===== config.mk =====
export PLATFORM = sky130hd
export DESIGN_NAME = alu_bist
export DESIGN_NICKNAME = d
export VERILOG_FILES = /design/src/rtl/alu_pkg.sv /design/src/rtl/alu_bist_crc32_step.sv /design/src/rtl/alu_bist.sv
export SDC_FILE = /design/constraint.sdc
export NUM_CORES = 1
export LEC_CHECK = 0
export BUFFER_PORTS_ARGS = -buffer_cell sky130_fd_sc_hd__buf_2
export CAP_MARGIN = 20
export CORE_AREA = 2 2 123 125
export CTS_BUF_LIST = sky130_fd_sc_hd__clkbuf_8
export DETAILED_ROUTE_END_ITERATION = 8
export DIE_AREA = 0 0 125 127
export MAX_ROUTING_LAYER = met4
export PLACE_DENSITY = 0.77
export REMOVE_ABC_BUFFERS = 1
export SLEW_MARGIN = 15
export SYNTH_ARGS = -nofsm -noshare
export SYNTH_HDL_FRONTEND = slang
export SYNTH_SLANG_ARGS = --single-unit

===== constraint.sdc =====
create_clock -name clk -period 5.7 [get_ports clk]
set_clock_uncertainty 0.2 [all_clocks]
set_input_delay 1.14 -clock clk [delete_from_list [all_inputs] [get_ports clk]]
set_output_delay 1.14 -clock clk [all_outputs]
set_load 0.05 [all_outputs]

===== src/rtl/alu_pkg.sv =====
// Shared constants for the ALU built-in self-test: ALUFun codes, sweep order,
// LFSR/MISR polynomial and FSM state encodings.
package alu_pkg;

   localparam logic [5:0] ALU_ADD   = 6'b000000;
   localparam logic [5:0] ALU_SUB   = 6'b000001;
   localparam logic [5:0] ALU_AND   = 6'b011000;
   localparam logic [5:0] ALU_OR    = 6'b011110;
   localparam logic [5:0] ALU_XOR   = 6'b010110;
   localparam logic [5:0] ALU_NOR   = 6'b010001;
   localparam logic [5:0] ALU_PASSA = 6'b011010;
   localparam logic [5:0] ALU_SLL   = 6'b100000;
   localparam logic [5:0] ALU_SRL   = 6'b100001;
   localparam logic [5:0] ALU_SRA   = 6'b100011;
   localparam logic [5:0] ALU_EQ    = 6'b110011;
   localparam logic [5:0] ALU_NEQ   = 6'b110001;
   localparam logic [5:0] ALU_LT    = 6'b110101;
   localparam logic [5:0] ALU_LEZ   = 6'b111101;
   localparam logic [5:0] ALU_LTZ   = 6'b111001;
   localparam logic [5:0] ALU_GTZ   = 6'b111111;

   // Sweep order: CODE[0] is ADD, CODE[15] is GTZ (first listed = highest index).
   localparam logic [15:0][5:0] CODE = {
      ALU_GTZ, ALU_LTZ, ALU_LEZ, ALU_LT, ALU_NEQ, ALU_EQ,
      ALU_SRA, ALU_SRL, ALU_SLL,
      ALU_PASSA, ALU_NOR, ALU_XOR, ALU_OR, ALU_AND,
      ALU_SUB, ALU_ADD
   };

   localparam logic [31:0] POLY     = 32'h04C11DB7;
   localparam logic [31:0] SIG_INIT = 32'hFFFFFFFF;

   typedef enum logic [1:0] {
      IDLE = 2'd0,
      RUN  = 2'd1,
      DONE = 2'd2
   } state_t;

endpackage


===== src/rtl/alu_bist_crc32_step.sv =====
// One Galois shift of a 32-bit register: y = (x << 1) ^ (x[31] ? POLY : 0).
module crc32_step #(
   parameter logic [31:0] POLY = alu_pkg::POLY
) (
   input  logic [31:0] x,
   output logic [31:0] y
);

   assign y = {x[30:0], 1'b0} ^ (x[31] ? POLY : 32'h0);

endmodule


===== src/rtl/alu_bist.sv =====
// ALU self-test driver: LFSR operand pairs, 16-code sweep per pair, and a
// 32-bit MISR that compresses every ALU result into a signature.
module alu_bist #(
   parameter logic [31:0] POLY     = alu_pkg::POLY,
   parameter logic [31:0] SIG_INIT = alu_pkg::SIG_INIT,
   parameter int          RW       = 8
) (
   input  logic          clk,
   input  logic          reset,
   input  logic          start,
   input  logic [31:0]   seed,
   input  logic [RW-1:0] rounds,
   output logic [31:0]   alu_a,
   output logic [31:0]   alu_b,
   output logic [5:0]    alu_fun,
   output logic          alu_sign,
   input  logic [31:0]   alu_z,
   output logic          busy,
   output logic          done,
   output logic [31:0]   signature
);
   import alu_pkg::*;

   state_t        state_reg, state_next;
   logic [31:0]   a_reg, a_next, b_reg, b_next, sig_reg, sig_next;
   logic [5:0]    fun_reg, fun_next;
   logic          sign_reg, sign_next, busy_reg, busy_next, done_reg, done_next;
   logic [3:0]    idx_reg, idx_next;
   logic [RW-1:0] rnd_reg, rnd_next, rounds_reg, rounds_next;

   logic [31:0]   a_step, b_step, sig_step;
   logic [3:0]    idx_inc;
   logic [RW-1:0] rnd_inc;

   crc32_step #(.POLY(POLY)) u_step_a   (.x(a_reg),   .y(a_step));
   crc32_step #(.POLY(POLY)) u_step_b   (.x(b_reg),   .y(b_step));
   crc32_step #(.POLY(POLY)) u_step_sig (.x(sig_reg), .y(sig_step));

   assign idx_inc = idx_reg + 4'd1;
   assign rnd_inc = rnd_reg + RW'(1);

   always_ff @(posedge clk or posedge reset) begin
      if (reset) begin
         state_reg  <= IDLE;
         a_reg      <= '0;
         b_reg      <= '0;
         fun_reg    <= '0;
         sign_reg   <= 1'b0;
         busy_reg   <= 1'b0;
         done_reg   <= 1'b0;
         sig_reg    <= SIG_INIT;
         idx_reg    <= '0;
         rnd_reg    <= '0;
         rounds_reg <= '0;
      end else begin
         state_reg  <= state_next;
         a_reg      <= a_next;
         b_reg      <= b_next;
         fun_reg    <= fun_next;
         sign_reg   <= sign_next;
         busy_reg   <= busy_next;
         done_reg   <= done_next;
         sig_reg    <= sig_next;
         idx_reg    <= idx_next;
         rnd_reg    <= rnd_next;
         rounds_reg <= rounds_next;
      end
   end

   always_comb begin
      state_next  = state_reg;
      a_next      = a_reg;
      b_next      = b_reg;
      fun_next    = fun_reg;
      sign_next   = sign_reg;
      busy_next   = busy_reg;
      done_next   = done_reg;
      sig_next    = sig_reg;
      idx_next    = idx_reg;
      rnd_next    = rnd_reg;
      rounds_next = rounds_reg;
      case (state_reg)
         IDLE, DONE: begin
            if (start) begin
               // An all-zero LFSR state would lock up, so substitute 1.
               a_next      = (seed == 32'h0)  ? 32'h1 : seed;
               b_next      = (~seed == 32'h0) ? 32'h1 : ~seed;
               sig_next    = SIG_INIT;
               idx_next    = '0;
               rnd_next    = '0;
               fun_next    = CODE[0];
               sign_next   = 1'b1;
               rounds_next = rounds;
               if (rounds == '0) begin
                  state_next = DONE;
                  busy_next  = 1'b0;
                  done_next  = 1'b1;
               end else begin
                  state_next = RUN;
                  busy_next  = 1'b1;
                  done_next  = 1'b0;
               end
            end
         end
         RUN: begin
            sig_next = sig_step ^ alu_z;
            if (idx_reg != 4'd15) begin
               idx_next = idx_inc;
               fun_next = CODE[idx_inc];
            end else begin
               idx_next  = '0;
               fun_next  = CODE[0];
               a_next    = a_step;
               b_next    = b_step;
               rnd_next  = rnd_inc;
               sign_next = ~sign_reg;
               if (rnd_inc == rounds_reg) begin
                  state_next = DONE;
                  busy_next  = 1'b0;
                  done_next  = 1'b1;
               end
            end
         end
         default: state_next = IDLE;
      endcase
   end

   assign alu_a     = a_reg;
   assign alu_b     = b_reg;
   assign alu_fun   = fun_reg;
   assign alu_sign  = sign_reg;
   assign busy      = busy_reg;
   assign done      = done_reg;
   assign signature = sig_reg;

endmodule

==> flow_metrics.env, run 1 <==
export IMPL_ys_seq_area_share_pct=50.35
export IMPL_clock_latency_ns=0.44
export IMPL_core_area_sq_um=14420
export IMPL_ys_seq_elements=127
export IMPL_root_buffer="clkbuf_8"
export IMPL_fin_tns_setup_ns=0
export IMPL_clockBufferDepth=2
export IMPL_initial_core_util_pct=44.31
export IMPL_post_drt_wl_per_cell_um=16.87
export IMPL_die_w_um=125
export IMPL_ant_nets=0
export IMPL_grt_pass1_wl_um=29000
export IMPL_critPathMaxFanout=16
export IMPL_arrival_ns=1.80
export IMPL_finalCoreUtilization_pct=54.42
export IMPL_cts_setup_buffers=0
export IMPL_crit_required_ns=4.36
export IMPL_diodes=0
export IMPL_first_pass_iters=5
export IMPL_critical_path_class="flop to primary output"
export IMPL_synth_xor_area_share_pct=12.20
export IMPL_critPathTopFamily="flip-flops"
export IMPL_io_buffers=179
export IMPL_cts_tree="yes"
export IMPL_fin_crit_ns=3.138
export IMPL_yosys_area_share_adder_pct=1.762
export IMPL_dp_slack_ns=2.585
export IMPL_synth_edf_count=0
export IMPL_wirelength_um=17780
export IMPL_fp_row_count=44
export IMPL_worst_slew_pin_slew_ns=0.9277
export IMPL_ys_flop_type="dfrtp_1"
export IMPL_first_global_vias=5615
export IMPL_vias=5732
export IMPL_post_cts_resized=0
export IMPL_rsz0062_at_grt="no"
export IMPL_hold_viol_final=0
export IMPL_drv_slew=0
export IMPL_cpPeakStageDelay_ns=0.95
export IMPL_timing_critical_path_buf_inv=1
export IMPL_syn2layout_area_growth_pct=22.83
export IMPL_cts_sinks=127
export IMPL_pin_count=180
export IMPL_die_y_um=127
export IMPL_syn_inst=692
export IMPL_clk_pin_slew_ns=0.07
export IMPL_synth_area_sq_um=6391
export IMPL_htreeDepth=4
export IMPL_cts_made_buffers=17
export IMPL_track_usage_pct=23.50
export IMPL_synth_area_mux_share_pct=0.3132
export IMPL_synth_top_family_by_area="simple AND/OR/NAND/NOR gates"
export IMPL_min_period_over_period_pct=55.06
export IMPL_grt_max_degree=60
export IMPL_drt_iter0_drc=376
export IMPL_final_cells=1054
export IMPL_synth_top_area_share_pct=37.20
export IMPL_drc=0
export IMPL_setup_viol=0
export IMPL_endpoint_kind="primary output"
export IMPL_fill_cells=1344
export IMPL_synth_most_common_cell="nand2_1"
export IMPL_synthArstFlopShare_pct=100.0
export IMPL_drive_gt1_share_pct=29.66
export IMPL_synth_area_top_cells="dfrtp_1 37%, dfstp_2 13%, xor2_1 6.7%, nand2_1 6.3%, xnor2_1 5.5%"
export IMPL_crit_path_start_kind="flop"
export IMPL_routabilityCongestion=0.8235
export IMPL_nNetsFinal=941
export IMPL_cap_violations=0
export IMPL_via_per_inst=5.438
export IMPL_cp_cell_sequence="buf_2"
export IMPL_final_setup_worst_slack_ns=2.562
export IMPL_dp_hpwl_um=12260
export IMPL_dieArea_sq_um=15880
export IMPL_yosys_area_share_simple_pct=16.23
export IMPL_overflow=0
export IMPL_status="complete, no violations"
export IMPL_seq_area_sq_um=3218
export IMPL_multi_input_area_sq_um=2993
export IMPL_syn_mean_instance_area_sq_um=9.236
export IMPL_synth_compound_area_share_pct=16.01
export IMPL_fmax_ghz=0.3186
export IMPL_synth_top_cell_by_area="dfrtp_1"
export IMPL_antenna_found_initial=0
export IMPL_hold_buffers=0
export IMPL_slew_headroom_pct=38.15
export IMPL_hold_class="flop to flop"
export IMPL_dp_cells=1021
export IMPL_synth_cell_type_count=37
export IMPL_slowest_stage="dfrtp_1"
export IMPL_synthTopCellsByCount="108 x nand2_1, 95 x dfrtp_1, 86 x nor2_1"
export IMPL_ys_warn_count=0
path summary, 6_finish.rpt:
| path | from | endpoint | slack [ns] | depth (start not counted) |
|---|---|---|---|---|
| setup / recovery | alu_a[31] | alu_a[31] | 2.56 | 1 |
| hold / removal | alu_sign | alu_sign | 0.28 | 1 |
| setup reg to reg | idx_reg[0] | alu_a[16] | 2.83 | 7 |
| hold reg to reg | alu_sign | alu_sign | 0.28 | 1 |
| max in group asynchronous | reset | alu_a[17] | 3.70 | 3 |
| min in group asynchronous | reset | state_reg[1] | 0.64 | 2 |
cell usage in the layout, fill, tap and decap left out, types with 2 or more instances in the layout:
cell type and count:
a31oi_1 5, clkinv_2 6, and2_1 2, or4_1 2
xnor2_1 40, a22oi_1 13, bufinv_16 3, mux2i_1 2
nor3_1 3, buf_4 10, a21boi_0 13, a22o_1 2
nor4_1 11, a21oi_1 58, buf_2 179, nand3_1 13
clkbuf_8 18, a221o_1 15, o22ai_1 3, nand2b_1 3
inv_1 8, dfrtp_1 95, dfstp_2 32, nand4_1 11
a221oi_1 2, ha_1 9, inv_4 4, xor2_1 49
nor2_1 84, nand2_1 108, o21ai_0 54
logic make-up after synthesis:
kind of cell,count (synthesis)
flip-flops,127
multiplexers,2
AO/OA/AOI/OAI,169
AND/OR/NAND/NOR,245
adder cells (fa/ha/maj),9
buffers and inverters,51
XOR/XNOR,89
final cells by class:
| type | instances | area share [%] |
|---|---|---|
| repair buffers | 190 | 12.56 |
| inverters | 7 | 0.3666 |
| multi-input cells | 514 | 38.13 |
| clock buffers | 18 | 3.156 |
| flip-flops and latches | 127 | 40.99 |
| well taps | 184 | 2.933 |
| clock inverters | 14 | 1.865 |
through the flow:
step	cell area [sq um]	hold slack (ns)
after global placement	7441	0.2559
after global routing	7850	0.3031
final	7850	0.2803
after detailed placement	7441	0.2742
after floorplan	6217	0.2642
after CTS	7835	0.2874
metal layers:
metal / vias up / part of all wire, % / track usage (%)
met1: 2738 / 44 / 30.59
met5: - / 0 / -
li1: 2696 / - / -
met4: 0 / 1.4 / 7.320
met3: 26 / 8.4 / 5.653
met2: 272 / 46 / 36.76
Power of run 1 is left out: the tool's default activity adds up to more than one toggle a clock period on the data nets, which glitch-free logic cannot reach.
==> run 2: changes to the inputs <==
==> constraint.sdc (replaced) <==
create_clock -name clk -period 2.9 [get_ports clk]
set_clock_uncertainty 0.2 [all_clocks]
set_input_delay 0.58 -clock clk [delete_from_list [all_inputs] [get_ports clk]]
set_output_delay 0.58 -clock clk [all_outputs]
set_load 0.05 [all_outputs]
==> run 2 against run 1 <==
Against the previous run:
- core utilization increased by 0.87 points
- register-to-register slack got worse by 2.3 ns
- highest routed layer unchanged
- sequential share of layout area shrank 0.64 points
==> flow_metrics.env, run 2 (synthesized netlist as in run 1, its figures left out) <==
export IMPL_status="complete, no violations"
export IMPL_reg2reg_from="rnd_reg[0]"
export IMPL_clockBufferDepth=2
export IMPL_dp_hpwl_um=12470
export IMPL_initial_core_util_pct=44.31
export IMPL_wl_met3_um=1356
export IMPL_die_w_um=125
export IMPL_hold_class="primary input to asynchronous set/reset pin"
export IMPL_fin_crit_ns=2.420
export IMPL_via_per_inst=5.308
export IMPL_clk_pin_slew_ns=0.08
export IMPL_wirelength_um=17640
export IMPL_core_area_sq_um=14420
export IMPL_critPathMaxFanout=16
export IMPL_post_cts_resized=0
export IMPL_cap_violations=0
export IMPL_cp_cell_sequence="buf_2"
export IMPL_critPathTopFamily="flip-flops"
export IMPL_final_setup_worst_slack_ns=0.4795
export IMPL_wl_met2_um=8019
export IMPL_seq_area_sq_um=3218
export IMPL_grt_max_degree=56
export IMPL_dieArea_sq_um=15880
export IMPL_slowest_stage="dfstp_2"
export IMPL_cts_setup_buffers=0
export IMPL_track_usage_pct=23.20
export IMPL_clock_latency_ns=0.45
export IMPL_endpoint_kind="primary output"
export IMPL_routabilityCongestion=0.8447
export IMPL_vias=5621
export IMPL_nNetsFinal=946
export IMPL_slew_headroom_pct=57.60
export IMPL_drt_iter0_drc=412
export IMPL_r2r_end="busy"
export IMPL_fp_row_count=44
export IMPL_syn2layout_area_growth_pct=24.78
export IMPL_first_pass_iters=5
export IMPL_critical_path_class="flop to primary output"
export IMPL_root_buffer="clkbuf_8"
export IMPL_multi_input_area_sq_um=2993
export IMPL_ant_nets=0
export IMPL_r2r_slack_ns=0.51
export IMPL_grt_pass1_wl_um=28520
export IMPL_fmax_ghz=0.4131
export IMPL_routed_top_layer="met4"
export IMPL_arrival_ns=1.64
export IMPL_crit_required_ns=2.12
export IMPL_rsz0062_at_grt="no"
export IMPL_worstSetupStartpoint="signature[31]"
export IMPL_drc=0
export IMPL_antenna_found_initial=0
export IMPL_diodes=0
export IMPL_first_global_vias=5476
export IMPL_worst_slew_pin_slew_ns=0.6359
export IMPL_setup_viol=0
export IMPL_cts_tree="yes"
export IMPL_min_period_over_period_pct=83.47
export IMPL_pin_count=180
export IMPL_final_cells=1059
export IMPL_htreeDepth=4
export IMPL_fill_cells=1290
export IMPL_fin_tns_setup_ns=0
export IMPL_dp_slack_ns=0.5361
export IMPL_layout_commonest_cell="buf_2"
export IMPL_hold_buffers=0
export IMPL_final_cell_mix="179 x buf_2, 108 x nand2_1, 95 x dfrtp_1, 84 x nor2_1, 58 x a21oi_1"
export IMPL_cts_made_buffers=17
export IMPL_hold_viol_final=0
export IMPL_post_drt_wl_per_cell_um=16.66
export IMPL_dpl_cell_area_sq_um=7511
export IMPL_cpPeakStageDelay_ns=0.84
export IMPL_fin_area_sq_um=7975
export IMPL_cts_sinks=127
export IMPL_drv_slew=0
export IMPL_timing_critical_path_buf_inv=1
export IMPL_r2r_cells=6
export IMPL_overflow=0
export IMPL_drive_gt1_share_pct=30.17
export IMPL_crit_path_start_kind="flop"
export IMPL_dp_cells=1027
export IMPL_die_y_um=127
export IMPL_wl_met1_um=7995
export IMPL_io_buffers=179
[run 2: cell types whose count changed in the layout (fill, tap and decap cells not counted)]
cell        change
buf_4           +4
buf_8           -1
inv_4           -3
clkinvlp_4      +2
clkinv_2        -2
buf_12          +2
bufinv_16       +2
inv_1           -1
clkbuf_8        +2
[run 2: stage by stage]
stage / hold slack, ns / utilization, %
2_1_floorplan: 0.2642 / -
3_3_place_gp: 0.2571 / 51.93
3_5_place_dp: 0.2683 / 52.07
4_1_cts: 0.02453 / 55.29
5_1_grt: 0.06840 / 55.29
6_report: 0.02955 / 55.29
[run 2: how the worst max path moves through the flow]
stage / slack (ns) / end / cells past startpoint
floorplan: -1.30 / alu_a[0] / 5
global placement: 0.35 / alu_a[7] / 6
detailed placement: 0.54 / busy / 6
CTS: 0.44 / signature[31] / 1
global route: 0.28 / alu_a[0] / 8
finish: 0.48 / signature[31] / 1
[run 2: metal layers]
metal / global-route usage, % / vias to the layer above
met5: - / -
met4: 6.209 / 0
met3: 7.286 / 23
met2: 35.81 / 241
met1: 29.93 / 2656
li1: - / 2701
[run 2: area by class of cell]
class / count / share of cell area [%]
Clock buffer: 20 / 3.452
Clock inverter: 12 / 2.369
Inverter: 7 / 0.3608
Multi-Input combinational cell: 514 / 37.53
Sequential cell: 127 / 40.35
Tap cell: 184 / 2.887
Timing Repair Buffer: 195 / 13.05
Power of run 2 is left out for the same reason.
==> run 3: changes to the inputs <==
--- a/config.mk
+++ b/config.mk
@@ -12,7 +12,7 @@
 export DETAILED_ROUTE_END_ITERATION = 8
 export DIE_AREA = 0 0 125 127
 export MAX_ROUTING_LAYER = met4
-export PLACE_DENSITY = 0.77
+export PLACE_DENSITY = 0.8
 export REMOVE_ABC_BUFFERS = 1
 export SLEW_MARGIN = 15
 export SYNTH_ARGS = -nofsm -noshare
==> constraint.sdc (replaced) <==
create_clock -name clk -period 2.2 [get_ports clk]
set_clock_uncertainty 0.2 [all_clocks]
set_input_delay 0.44 -clock clk [delete_from_list [all_inputs] [get_ports clk]]
set_output_delay 0.44 -clock clk [all_outputs]
set_load 0.05 [all_outputs]
==> run 3 against run 2 <==
Against the previous run:
- setup slack worse by 0.48 ns
- design area up 3.0%
- core utilization up 1.7 points
- the flow now finishes with violations (setup timing)
- hold slack better by 0.017 ns
==> flow_metrics.env, run 3 (synthesized netlist as in run 1, its figures left out) <==
export IMPL_slowest_stage="or4_4"
export IMPL_drv_slew=0
export IMPL_critical_path_class="flop to flop"
export IMPL_die_w_um=125
export IMPL_multi_input_area_sq_um=3028
export IMPL_core_area_sq_um=14420
export IMPL_ant_nets=0
export IMPL_endpoint_kind="flop"
export IMPL_die_y_um=127
export IMPL_initial_core_util_pct=44.31
export IMPL_pin_count=180
export IMPL_cts_tree="yes"
export IMPL_drive_gt1_share_pct=31.74
export IMPL_cts_sinks=127
export IMPL_crit_required_ns=2.33
export IMPL_final_setup_worst_slack_ns=-0.002420
export IMPL_clk_pin_slew_ns=0.07
export IMPL_rsz0062_at_grt="yes"
export IMPL_violations="setup timing"
export IMPL_dp_cells=1039
export IMPL_critPathTopFamily="simple AND/OR/NAND/NOR gates"
export IMPL_fmax_ghz=0.4540
export IMPL_min_period_over_period_pct=100.1
export IMPL_drt_iter0_drc=491
export IMPL_first_pass_iters=6
export IMPL_fin_crit_ns=2.202
export IMPL_htreeDepth=4
export IMPL_root_buffer="clkbuf_8"
export IMPL_setup_viol=1
export IMPL_slew_headroom_pct=60.10
export IMPL_io_buffers=179
export IMPL_hold_class="primary input to flop"
export IMPL_cap_violations=0
export IMPL_clockBufferDepth=2
export IMPL_post_drt_wl_per_cell_um=16.74
export IMPL_hold_viol_final=0
export IMPL_overflow=0
export IMPL_cts_made_buffers=17
export IMPL_nNetsFinal=970
export IMPL_final_cells=1084
export IMPL_seq_area_sq_um=3222
export IMPL_crit_path_start_kind="flop"
export IMPL_drc=0
export IMPL_status="finished, violations left"
export IMPL_layout_commonest_cell="buf_2"
export IMPL_final_cell_mix="178 x buf_2, 108 x nand2_1, 92 x dfrtp_1, 84 x nor2_1, 57 x a21oi_1"
export IMPL_via_per_inst=5.371
export IMPL_cpPeakStageDelay_ns=0.54
export IMPL_track_usage_pct=23.91
export IMPL_wirelength_um=18140
export IMPL_worst_slew_pin_slew_ns=0.5963
export IMPL_dp_hpwl_um=12740
export IMPL_antenna_found_initial=2
export IMPL_cp_cell_sequence="buf_4 -> nand3_2 -> xnor2_1 -> nor3_1 -> nand3_1 -> or4_4 -> a31o_1"
export IMPL_dieArea_sq_um=15880
export IMPL_first_global_vias=5642
export IMPL_grt_pass1_wl_um=29370
export IMPL_vias=5822
export IMPL_clock_latency_ns=0.45
export IMPL_fill_cells=1282
export IMPL_grt_max_degree=58
export IMPL_hold_slack_ns=0.04697
export IMPL_fin_tns_setup_ns=-0.002420
export IMPL_routabilityCongestion=0.8774
export IMPL_fp_row_count=44
export IMPL_critPathMaxFanout=3
export IMPL_arrival_ns=2.34
export IMPL_syn2layout_area_growth_pct=28.58
export IMPL_timing_critical_path_buf_inv=1
export IMPL_finalCoreUtilization_pct=56.97
run 3: cell count changes in the layout (fill, tap and decap cells not counted), sizes merged:
cell / before / now
buf: 195 / 209
bufinv: 5 / 2
clkbuf: 20 / 24
clkinv: 4 / 2
clkinvlp: 2 / 0
diode: 0 / 2
dlygate4sd3: 0 / 9
inv: 8 / 11
run 3: metal layers:
layer	vias to the layer above	GRT usage, %	share of wire (%)	routed length [um]
li1	2757	-	-	-
met1	2809	29.93	43	7813
met2	238	38.14	49	8815
met3	18	6.616	7.2	1300
met4	0	7.451	1.2	214
met5	-	-	0	0
run 3: layout make-up:
cell class                      instances  share of cell area, %
Tap cell                              184                  2.801
Clock buffer                           23                  3.852
Multi-Input combinational cell        514                  36.85
Clock inverter                          8                  1.066
Inverter                                7                 0.3502
Antenna cell                            2                0.06090
Timing Repair Buffer                  219                  15.82
Sequential cell                       127                  39.21
run 3: worst register-to-register path, stage by stage, from the launching register on:
cell and delay [ns]:
dfrtp_1 0.43, buf_4 0.16, nand3_2 0.10, xnor2_1 0.15, nor3_1 0.20, nand3_1 0.12, or4_4 0.54, a31o_1 0.19
run 3: through the flow:
| stage | setup WS [ns] | cell area, sq um |
|---|---|---|
| final | -0.002420 | 8218 |
| after global routing | -0.06184 | 8218 |
| after CTS | 0.01662 | 8164 |
| after detailed placement | -0.01210 | 7651 |
| after global placement | 0.01075 | 7651 |
| after floorplan | -2.004 | 6217 |
run 3: worst paths after layout:
kind,startpoint,endpoint,slack (ns),cells past startpoint
min in group asynchronous,reset,idx_reg[1],0.36,3
max in group asynchronous,reset,rnd_reg[3],0.83,4
setup / recovery,rnd_reg[1],busy,-0.002,7
hold reg to reg,alu_sign,alu_sign,0.27,1
setup reg to reg,rnd_reg[1],busy,-0.002,7
hold / removal,alu_z[19],signature[19],0.05,3
run 3: timing repair:
action	in CTS	in global routing
pin swaps	1	5
endpoints found under the hold margin	15	0
buffers inserted	0	3
setup endpoints to repair	1	18
gates resized for setup	4	9
hold buffers	9	0
Power of run 3 is left out for the same reason.
